$ cat src/rtl/mul_iter32.sv
// Iterative shift-add unsigned multiplier, one add per cycle through adder32.
// Optional MUL_ZERO_SKIP_EN: zero operands bypass the iterations.
module adder32 (
   input  logic [31:0] a_i,
   input  logic [31:0] b_i,
   input  logic        cin_i,
   output logic [31:0] sum_o,
   output logic        cout_o
);
   assign {cout_o, sum_o} = {1'b0, a_i} + {1'b0, b_i} + {32'd0, cin_i};
endmodule

module mul_iter32 #(
   parameter int WIDTH = 32
) (
   input  logic                 clk,
   input  logic                 rst,
   input  logic                 in_valid,
   output logic                 in_ready,
   input  logic [WIDTH-1:0]     a,
   input  logic [WIDTH-1:0]     b,
   input  logic                 kill,
   output logic                 out_valid,
   input  logic                 out_ready,
   output logic [2*WIDTH-1:0]   result
);
   localparam int CW = $clog2(WIDTH) + 1;
   localparam logic [CW-1:0] LAST = CW'(WIDTH - 1);

   typedef enum logic [1:0] {
      IDLE = 2'd0,
      BUSY = 2'd1,
      DONE = 2'd2
   } state_t;

   state_t           state_q;
   logic             in_ready_q;
   logic             out_valid_q;
   logic [WIDTH-1:0] mcand_q;
   logic [WIDTH-1:0] acc_hi_q;
   logic [WIDTH-1:0] acc_lo_q;
   logic [CW-1:0]    cnt_q;

   logic [WIDTH-1:0] add_b_d;
   logic [WIDTH-1:0] sum_d;
   logic             carry_d;

   assign add_b_d = acc_lo_q[0] ? mcand_q : '0;

   adder32 u_add (
      .a_i    (acc_hi_q),
      .b_i    (add_b_d),
      .cin_i  (1'b0),
      .sum_o  (sum_d),
      .cout_o (carry_d)
   );

   always_ff @(posedge clk or posedge rst) begin
      if (rst) begin
         state_q     <= IDLE;
         in_ready_q  <= 1'b1;
         out_valid_q <= 1'b0;
         mcand_q     <= '0;
         acc_hi_q    <= '0;
         acc_lo_q    <= '0;
         cnt_q       <= '0;
      end else begin
         unique case (state_q)
            IDLE: begin
               // kill outranks a new request arriving in the same cycle
               if (!kill && in_valid) begin
                  mcand_q    <= a;
                  acc_hi_q   <= '0;
                  acc_lo_q   <= b;
                  cnt_q      <= '0;
                  in_ready_q <= 1'b0;
                  state_q    <= BUSY;
`ifdef MUL_ZERO_SKIP_EN
                  if (a == '0 || b == '0) begin
                     acc_lo_q    <= '0;
                     out_valid_q <= 1'b1;
                     state_q     <= DONE;
                  end
`endif
               end
            end
            BUSY: begin
               if (kill) begin
                  in_ready_q <= 1'b1;
                  state_q    <= IDLE;
               end else begin
                  {acc_hi_q, acc_lo_q} <=
                     {carry_d, sum_d, acc_lo_q[WIDTH-1:1]};
                  cnt_q <= cnt_q + CW'(1);
                  if (cnt_q == LAST) begin
                     out_valid_q <= 1'b1;
                     state_q     <= DONE;
                  end
               end
            end
            DONE: begin
               if (kill || out_ready) begin
                  out_valid_q <= 1'b0;
                  in_ready_q  <= 1'b1;
                  state_q     <= IDLE;
               end
            end
            default: begin
               out_valid_q <= 1'b0;
               in_ready_q  <= 1'b1;
               state_q     <= IDLE;
            end
         endcase
      end
   end

   assign in_ready  = in_ready_q;
   assign out_valid = out_valid_q;
   assign result    = {acc_hi_q, acc_lo_q};
endmodule

$ cat config.mk
export PLATFORM = sky130hd
export DESIGN_NAME = mul_iter32
export DESIGN_NICKNAME = d
export VERILOG_FILES = /design/src/rtl/mul_iter32.sv
export SDC_FILE = /design/constraint.sdc
export NUM_CORES = 1
export LEC_CHECK = 0
export CORE_ASPECT_RATIO = 0.6
export CORE_MARGIN = 8
export CORE_UTILIZATION = 45
export CTS_CLUSTER_SIZE = 16
export DETAILED_ROUTE_END_ITERATION = 10
export PLACE_DENSITY = 0.72
export SLEW_MARGIN = 20
export SYNTH_ARGS = -nofsm -noshare
export SYNTH_HDL_FRONTEND = slang
export SYNTH_SLANG_ARGS = --single-unit
$ cat constraint.sdc
create_clock -name clk -period 3.2 [get_ports clk]
set_input_delay 0.64 -clock clk [delete_from_list [all_inputs] [get_ports clk]]
set_output_delay 0.64 -clock clk [all_outputs]
set_load 0.1 [all_outputs]
==> results.md, run 1 <==
* Power Dens Cells at slightly below 900 nW/um^2
* Synth warn at 0
* Die extent in x at between 150 and 200 um
* Clock Power Share at approximately 18%
* XOR/XNOR Fraction of Synth Area at 3.26%
* Share of cells above drive strength 1 at around 14%
* Post-Synthesis Cells at 732
* Synth Area in Simple Gates at between 20 and 25%
* WL/cell at about 17 um
* Peak Freq at between 300 and 400 MHz
* Clock buffer count from CTS at 9
* Top post-synthesis cells by area: dfrtp_1 41%, nand2_1 10%, ha_1 6.4%
* Worst Tran Pin Value at between 0.5 and 0.6 ns
* Antenna diode count at 0
* CP max FO at 18
* Synth Area in Adders at 6.71%
* Clock buffer depth at 2
* Cell area after synthesis at approximately 6400 um^2
* Slew HR at 61.8%
* Status: completed
* Clock sink total at ~110
* Rows at 34
* Height of the die at approximately 110 um
* Clock latency on the worst-skew pair at between 0.3 and 0.4 ns
* H-tree depth at 3
* Final Net Count at between 900 and 1k
* Total Routing Usage GR at 19.7%
* Post-synth net total at approximately 840
* Mux share of post-synthesis cell area at roughly 5.4%
* CTS tree: built
* Post-synth EDFFs at 0
* Setup_tns at 0 ns
* RePlAce Congestion at 0.924
* Post-route ant nets at 0
* Tcrit/Tclk final at between 90% and 100%
* Seq/Total Area, Yosys at approximately two fifths
* Largest net degree at the start of global routing at approximately 110
* Combinational power share at about 54%
* R2R Setup Slk at ~0.24 ns
* Vias per cell at ~5.3
* Post-CTS Resized at 0
* Total power at 0.00713 W
* Final min period at between 2 and 3 ns
* Startpoint Class: flop
* Net Sw Frac at between 50 and 60%
* Clk pin slew, worst setup/hold paths at roughly 0.070 ns
* Reg-to-reg startpoint: acc_lo_q[0]
* MaxCap Viol Count at 0
* Via Count at around 5.6k
* Hpwl dp at 13200 um
* Kind of critical path: reg2reg
* Number of global-route vias before repair at roughly 5.7k
* Global route total overflow at 0
* Most frequent cell after synthesis: nand2_1
* P_int at 0.00342 W
* Synth cell types at 78
* Final WL at between 15000 and 20000 um
* Top FF cell, synth: dfrtp_1
* Fillers at roughly 1.3k
* Worst setup EP type: flop
* Compound-gate portion of the synthesized area at around 18%
* Final setup violation count at 0
* I/O Buffers at 134
* Critical Path RT at about 3.5 ns
* Iter 0 DRT Violations at ~420
* Seq cells post-synth at 106
* Switch Pwr at roughly 0.0037 W
* CTS root buf: clkbuf_16
* R2R depth at 11
* Area leader, netlist: dfrtp_1
* Worst ir drop on vdd at 0.000408 V
* Clk_skew at between 0.008 and 0.009 ns
* Non-filler instance count after layout at 1050
* Final-report hold violation count at 0
* Worst Path Arrival at approximately 3.3 ns
* Post-CTS Hold Buffers at 0
* Initial Utilization at 45.3%
* Placed Cells at 1034
* Die ar. at 18500 um^2
* I/O pins at roughly 140
* FFs w/ async S/R, synth at 100%
* RSZ-0062 raised after global routing: false
* Largest family of logic cells by synthesized area: simple AND/OR/NAND/NOR gates
* Worst r2r dst: acc_hi_q[29]
* Top post-synthesis cells by count: 180 x nand2_1, 105 x dfrtp_1, 73 x o21ai_0, 37 x a21oi_1, 35 x mux2i_1
* Min-delay worst type: reg2reg
* Hold EP: mcand_q[17]
* Syn avg cell area at ~9 um^2
* Drt pass-1 iters at 5
* Hold depth at 2
* Initial antenna violation count at 0
* Reg power frac at roughly 28%
* CORE AREA at roughly 14000 um^2
* Area grow syn2layout at 26.3%
* First-pass GRT wire length at ~30000 um
* Leak at 3.98 nW
* Hold Crit Start: mcand_q[17]
* Residual DRC count at 0
* Postcts setup bufs at 0
* Post-synth top area share at 40.7%
* Slew Limit Fails at 0
through the flow:
step | hold slack (ns) | instance area, um^2 | setup slack [ns] | utilization [%]
2_1_floorplan | 0.438 | 6450 | 0.116 | -
3_3_place_gp | 0.456 | 7800 | 0.365 | 54.7
3_5_place_dp | 0.459 | 7800 | 0.279 | 54.7
4_1_cts | 0.477 | 8150 | 0.248 | 57.2
5_1_grt | 0.501 | 8150 | 0.0679 | 57.2
6_report | 0.474 | 8150 | 0.236 | 57.2
area by class of cell:
| type | count | area [um^2] | area share (%) |
|---|---|---|---|
| Multi-Input combinational cell | 571 | 3550 | 43.5 |
| Clock buffer | 9 | 225 | 2.76 |
| Clock inverter | 7 | 121 | 1.49 |
| Tap cell | 198 | 248 | 3.04 |
| Sequential cell | 106 | 2660 | 32.6 |
| Timing Repair Buffer | 145 | 1300 | 15.9 |
| Inverter | 14 | 56.3 | 0.691 |
flip-flops by register name (all words and copies together), names as in the netlist:
| signal | cells |
|---|---|
| acc_hi_q | 32 |
| acc_lo_q | 32 |
| mcand_q | 32 |
| cnt_q | 6 |
| state_q | 2 |
| in_ready | 1 |
| out_valid | 1 |
worst max-delay path: stages, from the launching register on:
cell and delay, ns:
dfrtp_2 0.54, and2_1 0.18, ha_1 0.19, inv_1 0.07, fa_1 0.40, and2b_1 0.24, o2111ai_2 0.16, a21oi_1 0.25
o31a_2 0.25, a31oi_2 0.13, or4_1 0.41, nand3_1 0.10
worst max-delay path by stage:
stage | slack (ns) | depth (start not counted) | start | end
floorplan | 0.12 | 10 | acc_hi_q[0] | acc_hi_q[29]
global placement | 0.36 | 11 | acc_lo_q[0] | acc_hi_q[29]
detailed placement | 0.28 | 11 | acc_lo_q[0] | acc_hi_q[29]
CTS | 0.25 | 11 | acc_lo_q[0] | acc_hi_q[29]
global route | 0.07 | 9 | acc_lo_q[0] | acc_hi_q[21]
finish | 0.24 | 11 | acc_lo_q[0] | acc_hi_q[29]
cells in the final DEF, fill, tap and decap left out, types with 4 or more instances in the layout:
master	instances
mux2i_1	35
a21oi_1	37
and2_1	32
clkbuf_16	9
nand3_1	9
nor3_1	5
o21ai_1	6
o21bai_1	5
buf_4	74
nand2_1	180
o31ai_1	4
o21ai_0	73
or3_1	5
nand4_1	10
clkdlybuf4s50_1	68
nor2_1	26
xor2_1	10
nand2b_1	7
xnor2_1	14
inv_1	12
ha_1	33
a21o_1	10
dfrtp_1	104
power groups by stage:
stage | Sequential [W] | Clock, W | Combinational (W)
finish | 0.00197 | 0.00130 | 0.00385
global placement | 0.00198 | 0 | 0.00379
floorplan | 0.00369 | 0 | 0.00126
global route | 0.00202 | 0.00138 | 0.00408
CTS | 0.00197 | 0.00133 | 0.00386
detailed placement | 0.00199 | 0 | 0.00385
layer usage:
layer / vias to the layer above / share of wire [%] / global-route usage [%]
li1: 2767 / - / -
met1: 2674 / 51 / 28.4
met2: 163 / 41 / 29.0
met3: 12 / 7.5 / 5.75
met4: 0 / 0.61 / 3.61
met5: - / 0 / 0
logic make-up (layout without fill, tap and decap cells):
group | count (synthesis) | in the layout
DFF | 106 | 106
xor gates and xnor gates | 24 | 24
and+or+nand+nor | 302 | 302
buffers and inverters | 55 | 175
muxes | 35 | 35
AOI/OAI and AO/OA | 176 | 176
adders and majority gates | 34 | 34
(Power assumes the default switching activity.)
==> run 2, diff against run 1 <==
CORE_MARGIN = 5   (was 8)
==> results.md, run 2 (synthesized netlist as in run 1, its figures left out) <==
* Startpoint Class: flop
* Slew HR at about three fifths
* Fillers at about 1.2k
* Reg-to-reg startpoint: acc_lo_q[0]
* Sequential cell area at approximately 2700 um^2
* MaxCap Viol Count at 0
* Area grow syn2layout at 25.7%
* Commonest non-fill, non-tap cell in the layout: nand2_1
* Worst Path Arrival at between 3 and 4 ns
* CTS tree: built
* Residual DRC count at 0
* Placed standard-cell area at approximately 7800 um^2
* Share of cells above drive strength 1 at about 14%
* Total Routing Usage GR at a little over a fifth
* CP startpoint: acc_lo_q[0]
* Hpwl dp at 13300 um
* Power Dens Cells at 854 nW/um^2
* First-pass GRT wire length at 28800 um
* CP max FO at 13
* Worst setup EP type: flop
* Post-route ant nets at 0
* Critical Path RT at roughly 3.4 ns
* Multi-input logic area at between 3000 and 4000 um^2
* Setup ws final at 0.269 ns
* Worst ir drop on vdd at roughly 0.00047 V
* Die extent in x at between 150 and 200 um
* Worst Tran Pin Value at 0.573 ns
* Clock sink total at 106
* Final Net Count at ~950
* WL/cell at 16.9 um
* RePlAce Congestion at 0.895
* Number of global-route vias before repair at 5411
* CORE AREA at between 10000 and 15000 um^2
* Most frequent cells in the layout: 180 x nand2_1, 104 x dfrtp_1, 77 x buf_4, 73 x o21ai_0, 68 x clkdlybuf4s50_1
* Fin Hold WS at around 0.47 ns
* Via Count at between 5k and 6k
* Final core occ at between 50 and 60%
* Post-CTS Resized at 0
* Largest registers: acc_hi_q (32), acc_lo_q (32), mcand_q (32)
* Final WL at 17700 um
* Hold Crit Start: mcand_q[31]
* Initial Utilization at roughly 47%
* Peak Freq at between 300 and 400 MHz
* H-tree depth at 3
* Setup_tns at 0 ns
* Postcts setup bufs at 0
* Drt pass-1 iters at 6
* RSZ-0062 raised after global routing: false
* Final min period at just under 3 ns
* Min-delay worst type: reg2reg
* Initial antenna violation count at 0
* Largest net degree at the start of global routing at 43
* Die ar. at roughly 17000 um^2
* Slew Limit Fails at 0
* Final-report hold violation count at 0
* Status: completed
* Final setup violation count at 0
* I/O pins at ~140
* Global route total overflow at 0
* Antenna diode count at 0
* Kind of critical path: reg2reg
* Iter 0 DRT Violations at 425
* Clock latency on the worst-skew pair at ~0.35 ns
* Rows at 33
* Leak at 3.96 nW
* Clock buffer depth at 2
* Clock buffer count from CTS at 9
* Tcrit/Tclk final at between 90% and 100%
* I/O Buffers at 134
* Clk_skew at ~0.015 ns
* Vias per cell at about 5.4
* Clk pin slew, worst setup/hold paths at roughly 0.08 ns
* Height of the die at 103 um
* Fin area at a little over 8000 um^2
* CTS root buf: clkbuf_16
* Post-CTS Hold Buffers at 0
* Placement Setup Slack at 0.290 ns
-- run 2: cell types whose count changed in the layout (fill, tap and decap cells not counted) --
cell,delta
bufinv_16,-3
inv_8,+1
clkinv_4,+1
buf_4,+3
inv_6,-2
clkbuf_8,+1
clkinvlp_4,+2
-- run 2: per-layer routing --
metal  part of all wire, %  GRT usage (%)  up-vias  wire length, um
met2                    40           30.3      181             6990
met4                  0.48           2.68        0               84
met3                   7.2           4.79       11             1270
li1                      -              -     2784                -
met1                    53           33.8     2646             9340
met5                     0              0        -                0
-- run 2: path summary, 6_finish.rpt --
path	to	depth (start not counted)	slack (ns)
setup / recovery	acc_hi_q[27]	11	0.27
hold / removal	mcand_q[31]	2	0.47
setup reg to reg	acc_hi_q[27]	11	0.27
hold reg to reg	mcand_q[31]	2	0.47
max in group asynchronous	acc_hi_q[16]	3	1.80
min in group asynchronous	acc_hi_q[2]	2	0.70
-- run 2: critical path, stage by stage (launching register included) --
cell	delay, ns
dfrtp_2	0.48
and2_1	0.16
ha_1	0.18
inv_1	0.06
fa_1	0.40
and2b_1	0.25
o2111ai_2	0.17
a21oi_2	0.23
o21ai_1	0.16
o311ai_4	0.39
mux2i_1	0.27
nand2_1	0.08
-- run 2: layout make-up --
type | instances | area share, %
repair buffers | 148 | 16.3
multi-input cells | 571 | 43.8
clock inverters | 6 | 0.602
clock buffers | 10 | 2.95
flip-flops and latches | 106 | 32.8
inverters | 14 | 0.695
well taps | 192 | 2.96
-- run 2: power breakdown --
part           internal [W]  leakage [nW]  switching, W  total, W
Clock              0.000559         0.137      0.000534   0.00109
Combinational      0.000979          2.47       0.00287   0.00385
Sequential          0.00167          1.36      0.000306   0.00198
-- run 2: through the flow --
step	total power, W	instances
6_report	0.00692	1047
5_1_grt	0.00727	1047
4_1_cts	0.00695	1047
3_5_place_dp	0.00584	1031
3_3_place_gp	0.00578	1031
2_1_floorplan	0.00495	732
